--- config.mk ---
export PLATFORM = sky130hd
export DESIGN_NAME = mips_multicycle_ctrl
export DESIGN_NICKNAME = d
export VERILOG_FILES = /design/src/rtl/mips_multicycle_ctrl.sv
export SDC_FILE = /design/constraint.sdc
export NUM_CORES = 1
export LEC_CHECK = 0
export CORE_AREA = 2 2 57 72
export DETAILED_ROUTE_END_ITERATION = 12
export DIE_AREA = 0 0 59 74
export PLACE_DENSITY_LB_ADDON = 0.3
export RECOVER_POWER = 50
export SLEW_MARGIN = 20
export SYNTH_ARGS = -nofsm -noshare
export SYNTH_HDL_FRONTEND = slang
export SYNTH_SLANG_ARGS = --single-unit
--- constraint.sdc ---
create_clock -name clk -period 3.19 [get_ports clk]
set_clock_uncertainty 0.15 [all_clocks]
set_input_delay 0.638 -clock clk [delete_from_list [all_inputs] [get_ports clk]]
set_output_delay 0.638 -clock clk [all_outputs]
set_load 0.005 [all_outputs]
--- src/rtl/mips_multicycle_ctrl.sv ---
// Multi-cycle control FSM for the MIPS32 core.
// Sequences fetch/decode/execute/memory/writeback over a shared memory port
// with MEM_WAIT extra cycles per access, and traps unsupported encodings.
// Outputs are registered from the next state, so each output reflects the
// state it is observed in (Moore behaviour with no output glitches).
module mips_multicycle_ctrl #(
  parameter int unsigned MEM_WAIT = 0,
  parameter int unsigned CNT_W    = 4
) (
  input  logic       clk,
  input  logic       reset,
  input  logic [5:0] Opcode,
  input  logic [5:0] funct,
  input  logic [4:0] shamt,
  output logic       PCWrite,
  output logic       Branch,
  output logic       IorD,
  output logic       MemRead,
  output logic       MemWrite,
  output logic       IRWrite,
  output logic       RegWrite,
  output logic       RegDst,
  output logic       Link,
  output logic       MemToReg,
  output logic       ALUSrcA,
  output logic [1:0] ALUSrcB,
  output logic [1:0] PCSrc,
  output logic [3:0] ALUControl,
  output logic       illegal
);

  typedef enum logic [3:0] {
    S_FETCH, S_DECODE, S_MEMADR, S_MEMRD, S_MEMWB, S_MEMWR,
    S_RTEXEC, S_RTWB, S_ADDIEXEC, S_ADDIWB, S_BEQ, S_JUMP, S_JAL, S_JR,
    S_TRAP
  } state_t;

  localparam logic [CNT_W-1:0] CNT_LAST = CNT_W'(MEM_WAIT);
  localparam logic [3:0]       ALU_ADD  = 4'b0010;

  state_t           state, state_nx, state_e;
  logic [CNT_W-1:0] cnt, cnt_nx, cnt_e;
  logic             wait_done;
  logic             rt_ok;
  logic [3:0]       rt_alu;

  logic       pcw_d, br_d, iord_d, mr_d, mw_d, irw_d, rw_d, rd_d, lk_d;
  logic       m2r_d, asa_d, ill_d;
  logic [1:0] asb_d, pcs_d;
  logic [3:0] alu_d;

  // R-type / special-op ALU decode and legality check
  always_comb begin
    rt_ok  = 1'b0;
    rt_alu = ALU_ADD;
    if (Opcode == 6'b011111) begin
      if (funct == 6'b010000 && shamt == 5'd0) begin
        rt_ok = 1'b1; rt_alu = 4'b1000;
      end else if (funct == 6'b010000 && shamt == 5'b00100) begin
        rt_ok = 1'b1; rt_alu = 4'b1001;
      end
    end else begin
      case (funct)
        6'b100000: begin rt_ok = 1'b1; rt_alu = 4'b0010; end
        6'b100010: begin rt_ok = 1'b1; rt_alu = 4'b0110; end
        6'b100100: begin rt_ok = 1'b1; rt_alu = 4'b0000; end
        6'b100101: begin rt_ok = 1'b1; rt_alu = 4'b0001; end
        6'b101010: begin rt_ok = 1'b1; rt_alu = 4'b0111; end
        6'b000100: begin rt_ok = 1'b1; rt_alu = 4'b1010; end
        6'b000110: if (shamt == 5'd0) begin rt_ok = 1'b1; rt_alu = 4'b1011; end
        6'b000111: if (shamt == 5'd0) begin rt_ok = 1'b1; rt_alu = 4'b1100; end
        default:   rt_ok = 1'b0;
      endcase
    end
  end

  // Next-state and wait-counter logic; memory states stay until the count expires
  always_comb begin
    state_nx  = state;
    cnt_nx    = '0;
    wait_done = (cnt == CNT_LAST);
    case (state)
      S_FETCH:
        if (wait_done) state_nx = S_DECODE;
        else           cnt_nx   = cnt + CNT_W'(1);
      S_DECODE:
        case (Opcode)
          6'b000000, 6'b011111: state_nx = S_RTEXEC;
          6'b100011, 6'b101011: state_nx = S_MEMADR;
          6'b000100:            state_nx = S_BEQ;
          6'b001000:            state_nx = S_ADDIEXEC;
          6'b000010:            state_nx = S_JUMP;
          6'b000011:            state_nx = S_JAL;
          6'b000111:            state_nx = S_JR;
          default:              state_nx = S_TRAP;
        endcase
      S_MEMADR:   state_nx = (Opcode == 6'b100011) ? S_MEMRD : S_MEMWR;
      S_MEMRD:
        if (wait_done) state_nx = S_MEMWB;
        else           cnt_nx   = cnt + CNT_W'(1);
      S_MEMWR:
        if (wait_done) state_nx = S_FETCH;
        else           cnt_nx   = cnt + CNT_W'(1);
      S_RTEXEC:   state_nx = rt_ok ? S_RTWB : S_TRAP;
      S_ADDIEXEC: state_nx = S_ADDIWB;
      S_TRAP:     state_nx = S_TRAP;
      default:    state_nx = S_FETCH;
    endcase
  end

  // Output decode for the state about to be entered (reset forces FETCH, count 0)
  always_comb begin
    state_e = reset ? S_FETCH : state_nx;
    cnt_e   = reset ? '0 : cnt_nx;
    pcw_d = 1'b0; br_d  = 1'b0; iord_d = 1'b0; mr_d  = 1'b0;
    mw_d  = 1'b0; irw_d = 1'b0; rw_d   = 1'b0; rd_d  = 1'b0;
    lk_d  = 1'b0; m2r_d = 1'b0; asa_d  = 1'b0; ill_d = 1'b0;
    asb_d = 2'b00; pcs_d = 2'b00; alu_d = ALU_ADD;
    case (state_e)
      S_FETCH: begin
        mr_d  = 1'b1;
        asb_d = 2'b01;
        if (cnt_e == CNT_LAST) begin
          irw_d = 1'b1;
          pcw_d = 1'b1;
        end
      end
      S_DECODE:   asb_d = 2'b11;
      S_MEMADR:   begin asa_d = 1'b1; asb_d = 2'b10; end
      S_MEMRD:    begin mr_d = 1'b1; iord_d = 1'b1; end
      S_MEMWB:    begin rw_d = 1'b1; m2r_d = 1'b1; end
      S_MEMWR:    begin mw_d = 1'b1; iord_d = 1'b1; end
      S_RTEXEC:   begin asa_d = 1'b1; alu_d = rt_alu; end
      S_RTWB:     begin rw_d = 1'b1; rd_d = 1'b1; end
      S_ADDIEXEC: begin asa_d = 1'b1; asb_d = 2'b10; end
      S_ADDIWB:   rw_d = 1'b1;
      S_BEQ:      begin asa_d = 1'b1; alu_d = 4'b0110; br_d = 1'b1; pcs_d = 2'b01; end
      S_JUMP:     begin pcw_d = 1'b1; pcs_d = 2'b10; end
      S_JAL:      begin pcw_d = 1'b1; pcs_d = 2'b10; rw_d = 1'b1; lk_d = 1'b1; end
      S_JR:       begin pcw_d = 1'b1; pcs_d = 2'b11; end
      S_TRAP:     ill_d = 1'b1;
      default:    ill_d = 1'b0;
    endcase
  end

  // State, counter and registered outputs; synchronous reset
  always_ff @(posedge clk) begin
    if (reset) begin
      state <= S_FETCH;
      cnt   <= '0;
    end else begin
      state <= state_nx;
      cnt   <= cnt_nx;
    end
    PCWrite    <= pcw_d;
    Branch     <= br_d;
    IorD       <= iord_d;
    MemRead    <= mr_d;
    MemWrite   <= mw_d;
    IRWrite    <= irw_d;
    RegWrite   <= rw_d;
    RegDst     <= rd_d;
    Link       <= lk_d;
    MemToReg   <= m2r_d;
    ALUSrcA    <= asa_d;
    ALUSrcB    <= asb_d;
    PCSrc      <= pcs_d;
    ALUControl <= alu_d;
    illegal    <= ill_d;
  end

endmodule

* Word-level counts from Yosys, hierarchy flattened
Cells that the tools add are included.
Word-level totals: logic and storage cells 114, register bits 28, output and inout port bits 20
Operators by class: multiplexer cells 37, equality and inequality tests 39, reductions and logical operators 20, $add $sub $neg 1
Operator list (count):
- $pmux W4 S7 | 2
- $mux W4 | 13
- $eq A6 B6 Y1 const B | 7
- $eq A4 B4 Y1 const B | 9
- $pmux W4 S8 | 1
- $eq A6 B3 Y1 const B | 5
- $eq A4 B3 Y1 const B | 6
- $eq A4 B2 Y1 const B | 4
- $logic_not A4 Y1 | 4
- $mux W1 | 15
- $reduce_or A2 Y1 | 7
- $eq A6 B2 Y1 const B | 2
- $eq A6 B5 Y1 const B | 2
- $pmux W2 S3 | 2
- $eq A4 B1 Y1 const B | 2
- $pmux W4 S2 | 1
- $reduce_or A4 Y1 | 2
- $eq A6 B4 Y1 const B | 1
- $logic_not A6 Y1 | 1
- $reduce_or A3 Y1 | 2
- $reduce_or A6 Y1 | 1
- $eq A5 B3 Y1 const B | 1
- $logic_not A5 Y1 | 1
- $add A4 B1 Y4 const B | 1
- other kinds (3) | 5

* Depth between registers and ports, before layout
Gate-level depths: netlist (run 1).
depth in word-level cells 11, mapped depth 10, depth with buffers taken out 10

* Worst setup path after synthesis (run 1)
Ideal clock, no wire load.
path type input to register, start point in shamt[1], end point reg MemRead, cell stages on the path 8, data arrival time 2.817 ns, required time 2.924 ns, slack 0.107 ns, cell sequence or4_4 > nand4bb_1 > a311o_1 > a211o_1 > and2_1 > buf_2 > or3_4 > and3b_1
Between the ends: word-level cells in the longest chain between the ends 11, elaborated cells between the ends (all ways) 16, those cells by class 2 x eq/ne; 9 x mux; 5 x reduce/logical
RTL lines:
- start: declaration | line 14 | input logic [4:0] shamt,
- $eq A5 B3 Y1 | line 59 | end else if (funct == 6'b010000 && shamt == 5'b00100) begin
- $logic_and A1 B1 Y1 | line 59
- $mux W1 | line 59
- $mux W1 | line 57 | if (funct == 6'b010000 && shamt == 5'd0) begin
- $mux W1 (*) | line 56 | if (Opcode == 6'b011111) begin
- $mux W4 (*) | line 104 | S_RTEXEC: state_nx = rt_ok ? S_RTWB : S_TRAP;
- $pmux W4 S8 (*) | line 82 | case (state)
- $mux W4 (*)
- $eq A4 B2 Y1 or $logic_not A4 Y1 (tied branches) | line 119 | case (state_e)
- $reduce_or A2 Y1 (no source line) (*)
- $mux W1 (*) | line 119
- via mr_d | line 47 | logic pcw_d, br_d, iord_d, mr_d, mw_d, irw_d, rw_d, rd_d, lk_d;
- end signal: assignment | line 158 | MemRead <= mr_d;
- end: declaration | line 18 | output logic MemRead,
Mark *: on every way through the listed nets, which the timed path passes. The rest lies on a longest branch. A chain may end at the register's enable or synchronous reset.

* Final worst setup path (run 1)
Ends and elaborated chain as after synthesis.

==> impl_metrics.toml, run 1 <==
[cells_and_area]
stdcell_area_mm2 = 0.00230
area_delta_synth_final_pct = 45.5
drive_gt1_frac = 0.194
nets = 280
antenna_cells = 0
fin_util = 0.622

[floorplanning]
die_area_mm2 = 0.00437
start_util = 0.427
die-height_um = 74
io_pins = 39
rows = 25
fp.coreArea_mm2 = 0.00369
fp.dieW_um = 59

[placement]
dp_worst_setup_slack_ns = -0.231
gp_congestion = 0.899
hpwl_um = 2910
placed_cell_area_mm2 = 0.00221
port-buffer-count = 38

[grt]
grt_antenna_before_repair = 0
grt_overflow_total = 0
grt_use_total = 0.184
grt_pass1_wl_um = 6350
grt_max_degree = 17
grt_pass1_vias = 1535

[pwr]
total_power_mw = 1.29
vdd_drop_max_v = 0.000256
p_per_area_mw_per_mm2 = 564
leakagePower_nw = 0.967

[drt]
postRouteAntennaNets = 0
drt_iter0_drc = 43
remaining_drc_errors = 1
vias = 1622
wirelength_um = 3660
dr.pass1.iters = 8
viasPerCell = 5.44
wl_per_cell_um = 12.3

[setup_path]
cp.depth = 8
endpoint = "MemRead$_DFF_P_"
path_class = "in2reg"
cp-end-kind = "flip-flop"
cp_top_family = "simple AND/OR/NAND/NOR gates"
reg2reg_setup_slack_ns = 0.52
path_buf_inv = 1
crit_start = "shamt[1]"
startpoint_type = "primary input"
r2r_end = "ALUControl[2]$_DFF_P_"
worstRegToRegCells = 7
crit_required_ns = 3.22
r2r_start = "state[1]$_DFF_P_"
path_max_fanout = 5
crit_path_top_delay_cell = "or4_4"
cp_cell_sequence = "clkdlybuf4s50_1, or4_4, nand4bb_1, a311o_1, a211o_1, and2_1, or3_4, and3b_1"
crit_arrival_ns = 3.08
cpPeakStageDelay_ns = 0.56

[clocking]
cts.sinks = 28
cts_max_level = 1
ctsRootBufferMaster = "clkbuf_8"
cts_hold_buffers = 0
clk_latency_ns = 0.27
post_cts.repair.setup_buffers = 0
path_clk_slew_ns = 0.09
cts_buffers = 3
cts_buffer_depth = 2
cts_tree = "built"

[yosys]
ys_types = 50
yosysWarningCount = 0
synth_edf_count = 0
synth_top_area_share = 0.355
synth_commonest_cells = "dfxtp_1 (28), nand2_1 (17), nor2_1 (16)"
netlist_instances = 194
syn-num-nets = 215
ys_ff_latch = 28
syn_avg_cell_area_um2 = 8.13
yosysSeqAreaShare = 0.355
netlist_area_mm2 = 0.00158
synth_top_family_by_area = "simple AND/OR/NAND/NOR gates"
synthMuxAreaShare = 0.00634
yosysMostFrequentCell = "dfxtp_1"
synth_ff_type = "dfxtp_1"
synthArstFlopShare = 0
synth-simple-area-share = 0.324
synth_adder_area_share = 0.0159
ys_top_cells_by_area = "dfxtp_1 (36%), nand2_1 (4.0%), nor2_1 (3.8%), a21oi_1 (2.9%), a211o_1 (2.8%)"
yosysTopAreaCell = "dfxtp_1"
synth_compound_area_frac = 0.218
synthXorXnorAreaFrac = 0.0278

[status]
outcome = "finished, violations left"
violations = "DRC"

[timing]
layout_min_cycle_time_ns = 3.05
hold_viol = 0
period_share = 0.956
tightest_slew_ns = 0.666
drv_slew = 0
rsz0062_at_grt = "false"
worst_slack_ns = 0.139
setup_violations = 0
fmax_mhz = 328
fin_hold_ws_ns = 0.357
maxSlewHeadroom = 0.549

[worst_hold_path]
hold_class = "reg2reg"
worstHoldPathCells = 1

[run]
maxCapViolCount = 0
-- area by class of cell --
class / instances / area [µm²]
well taps: 40 / 50.0
inverters: 11 / 41.3
clock inverters: 1 / 30.0
clock buffers: 3 / 41.3
multi-input cells: 144 / 945
flip-flops and latches: 28 / 561
repair buffers: 71 / 628
fillers: 338 / 1400
-- metal layers --
metal,wire length [µm],GRT usage,share of wire,vias up
met3,121,0.0313,0.033,7
met2,1910,0.333,0.52,39
met1,1560,0.207,0.43,731
met5,0,0,0,-
met4,65,0.0859,0.018,0
li1,-,-,-,845
-- per-stage QoR --
stage	TNS, ns	instances
finish	0	298
global route	0	298
CTS	0	298
detailed placement	-2.15	294
global placement	-1.30	294
floorplan	0	194
-- power breakdown --
| group | leakage [nW] | internal, mW | total [mW] | switching (mW) |
|---|---|---|---|---|
| logic | 0.703 | 0.296 | 0.561 | 0.265 |
| clock network | 0.0357 | 0.168 | 0.270 | 0.102 |
| registers | 0.229 | 0.421 | 0.463 | 0.0415 |
-- flip-flops by register name, indices dropped and copies added (netlist names) --
name        cells
ALUSrcA         1
MemToReg        1
cnt             4
Branch          1
MemRead         1
illegal         1
ALUControl      4
RegDst          1
PCWrite         1
MemWrite        1
state           4
ALUSrcB         2
IorD            1
Link            1
PCSrc           2
RegWrite        1
IRWrite         1
-- how the worst min path moves through the flow --
stage | start | end
after floorplan | cnt[0]$_DFF_P_ | cnt[0]$_DFF_P_
after global routing | cnt[0]$_DFF_P_ | cnt[0]$_DFF_P_
final | cnt[0]$_DFF_P_ | cnt[0]$_DFF_P_
after CTS | cnt[0]$_DFF_P_ | cnt[0]$_DFF_P_
after detailed placement | cnt[0]$_DFF_P_ | cnt[0]$_DFF_P_
after global placement | cnt[0]$_DFF_P_ | cnt[0]$_DFF_P_
-- cells in the final DEF, fill, tap and decap left out, drive strengths merged, types with 4 or more instances in the layout --
master / netlist / routed
nand3: 6 / 6
o21ai: 7 / 7
nor3b: 4 / 4
nor4: 4 / 4
nor4b: 5 / 5
a21oi: 9 / 9
or2: 4 / 4
o31ai: 5 / 5
nand2: 17 / 17
nor2: 16 / 16
a211o: 5 / 5
inv: 11 / 11
clkdlybuf4s50: 0 / 18
buf: 1 / 33
nor3: 8 / 8
dlygate4sd3: 0 / 20
nor2b: 4 / 4
xnor2: 4 / 4
dfxtp: 28 / 28
-- cell families (layout without fill, tap and decap cells) --
kind of cell    after synthesis  in the layout
buf+inv                      22             86
flops                        28             28
xor+xnor                      5              5
mux                           1              1
fa+ha+maj                     2              2
compound gates               48             48
simple gates                 88             88
-- timing repair --
action	CTS	global route
resized for setup	0	2
endpoints found under the setup margin	0	8
hold endpoints to repair	0	0
Note: power is estimated with default switching activity, not from simulation.
==> run 2, diff against run 1 <==
Clock period 3.19 ns to 2.65 ns, I/O delays scaled along.
==> impl_metrics.toml, run 2 (same netlist as run 1, synthesis figures left out) <==
[grt]
grt_use_total = 0.191
grt_overflow_total = 0
grt_max_degree = 16
grt_antenna_before_repair = 0
grt_pass1_vias = 1550
grt_pass1_wl_um = 6590

[timing]
layout_min_cycle_time_ns = 2.66
worst_slack_ns = -0.0123
period_share = 1.00
tightest_slew_ns = 0.495
drv_slew = 0
fin_tns_setup_ns = -0.0123
maxSlewHeadroom = 0.669
hold_viol = 0
setup_violations = 1
fmax_mhz = 376
rsz0062_at_grt = "true"

[drt]
vias = 1719
viasPerCell = 5.42
postRouteAntennaNets = 0
dr.pass1.iters = 4
drt_iter0_drc = 68
remaining_drc_errors = 0
wirelength_um = 4040
wl_per_cell_um = 12.7

[cells_and_area]
final_cell_mix = "buf_4 (50), dfxtp_1 (28), dlygate4sd3_1 (19)"
multiInputGateArea_mm2 = 0.00102
layout_commonest_cell = "buf_4"
fin_util = 0.678
regArea_um2 = 561
fillers = 295
nets = 299
drive_gt1_frac = 0.314
area_delta_synth_final_pct = 58.6
largestRegisters = "ALUControl x4, cnt x4, state x4"
antenna_cells = 0

[pwr]
switching_share = 0.333
leakagePower_nw = 1.13
total_power_mw = 1.58
p_comb_frac = 0.484
p_sw_uw = 524
p_per_area_mw_per_mm2 = 630
vdd_drop_max_v = 0.000305
seqPwrFrac = 0.359
p_clk_frac = 0.157
intPower_mw = 1.05

[clocking]
clk_latency_ns = 0.26
cts_buffers = 3
path_clk_slew_ns = 0.08
ctsRootBufferMaster = "clkbuf_8"
cts_buffer_depth = 2
cts_tree = "built"
cts.sinks = 28
cts_max_level = 1

[setup_path]
crit_required_ns = 2.66
crit_arrival_ns = 2.68
cp.depth = 8
cp-end-kind = "flip-flop"
cp_top_family = "simple AND/OR/NAND/NOR gates"
worstRegToRegCells = 11
crit_path_top_delay_cell = "or4_4"
path_class = "in2reg"
path_buf_inv = 1
cp_cell_sequence = "buf_6, or4_4, nand4bb_1, a311o_1, a211o_1, and2_4, or3_4, and3b_1"
path_max_fanout = 5
cpPeakStageDelay_ns = 0.55
startpoint_type = "primary input"

[floorplanning]
io_pins = 39
die-height_um = 74
die_area_mm2 = 0.00437
rows = 25
fp.coreArea_mm2 = 0.00369
fp.dieW_um = 59
start_util = 0.427

[placement]
dp_worst_setup_slack_ns = -0.606
port-buffer-count = 38
gp_congestion = 0.868
hpwl_um = 3000

[status]
violations = "setup timing"
outcome = "finished, violations left"

[run]
maxCapViolCount = 0

[worst_hold_path]
worstHoldPathCells = 2
hold_class = "reg2reg"
run 2: area by class of cell:
cell class	instances	share of cell area
Multi-Input combinational cell	144	0.407
Timing Repair Buffer	90	0.311
Clock buffer	4	0.0220
Tap cell	40	0.0200
Inverter	11	0.0165
Sequential cell	28	0.224
run 2: worst paths after layout:
| check | endpoint | slack, ns | startpoint |
|---|---|---|---|
| min reg2reg | cnt[0]$_DFF_P_ | 0.41 | cnt[0]$_DFF_P_ |
| min | cnt[0]$_DFF_P_ | 0.41 | cnt[0]$_DFF_P_ |
| max reg2reg | ALUControl[2]$_DFF_P_ | 0.22 | cnt[1]$_DFF_P_ |
| max | MemRead$_DFF_P_ | -0.01 | shamt[3] |
run 2: timing repair:
action                                  4_1_cts  5_1_grt
setup buffers                                 2        3
hold buffers                                  0        0
gates resized for setup                      29       17
pin swaps                                    12       12
endpoints found under the setup margin       20       18
run 2: per-layer routing:
metal  routed length [µm]  GRT usage  vias to the layer above  share of wire
li1                     -          -                      878              -
met1                 1700      0.222                      779           0.42
met2                 2120      0.359                       51           0.53
met3                  127     0.0278                       11          0.031
met4                   88     0.0556                        0          0.022
met5                    0          0                        -              0
run 2: worst register-to-register path, delay by kind of cell, from the launching register on:
| family | cells | cell delay [ns] |
|---|---|---|
| simple gates | 4 | 0.67 |
| fa+ha+maj | 1 | 0.17 |
| compound gates | 3 | 0.69 |
| flops | 1 | 0.35 |
| buf+inv | 3 | 0.32 |
run 2: power by group through the flow:
stage | logic [mW] | registers, mW | clock network, mW
after floorplan | 0.398 | 0.552 | 0
after global placement | 0.705 | 0.576 | 0
after detailed placement | 0.712 | 0.575 | 0
after CTS | 0.758 | 0.567 | 0.249
after global routing | 0.835 | 0.574 | 0.266
final | 0.762 | 0.565 | 0.248
run 2: stage by stage:
| step | area (µm²) | cells | hold slack (ns) |
|---|---|---|---|
| after detailed placement | 2320 | 308 | 0.397 |
| after floorplan | 1580 | 194 | 0.311 |
| after global placement | 2320 | 308 | 0.373 |
| final | 2500 | 317 | 0.414 |
| after global routing | 2500 | 317 | 0.442 |
| after CTS | 2410 | 314 | 0.420 |
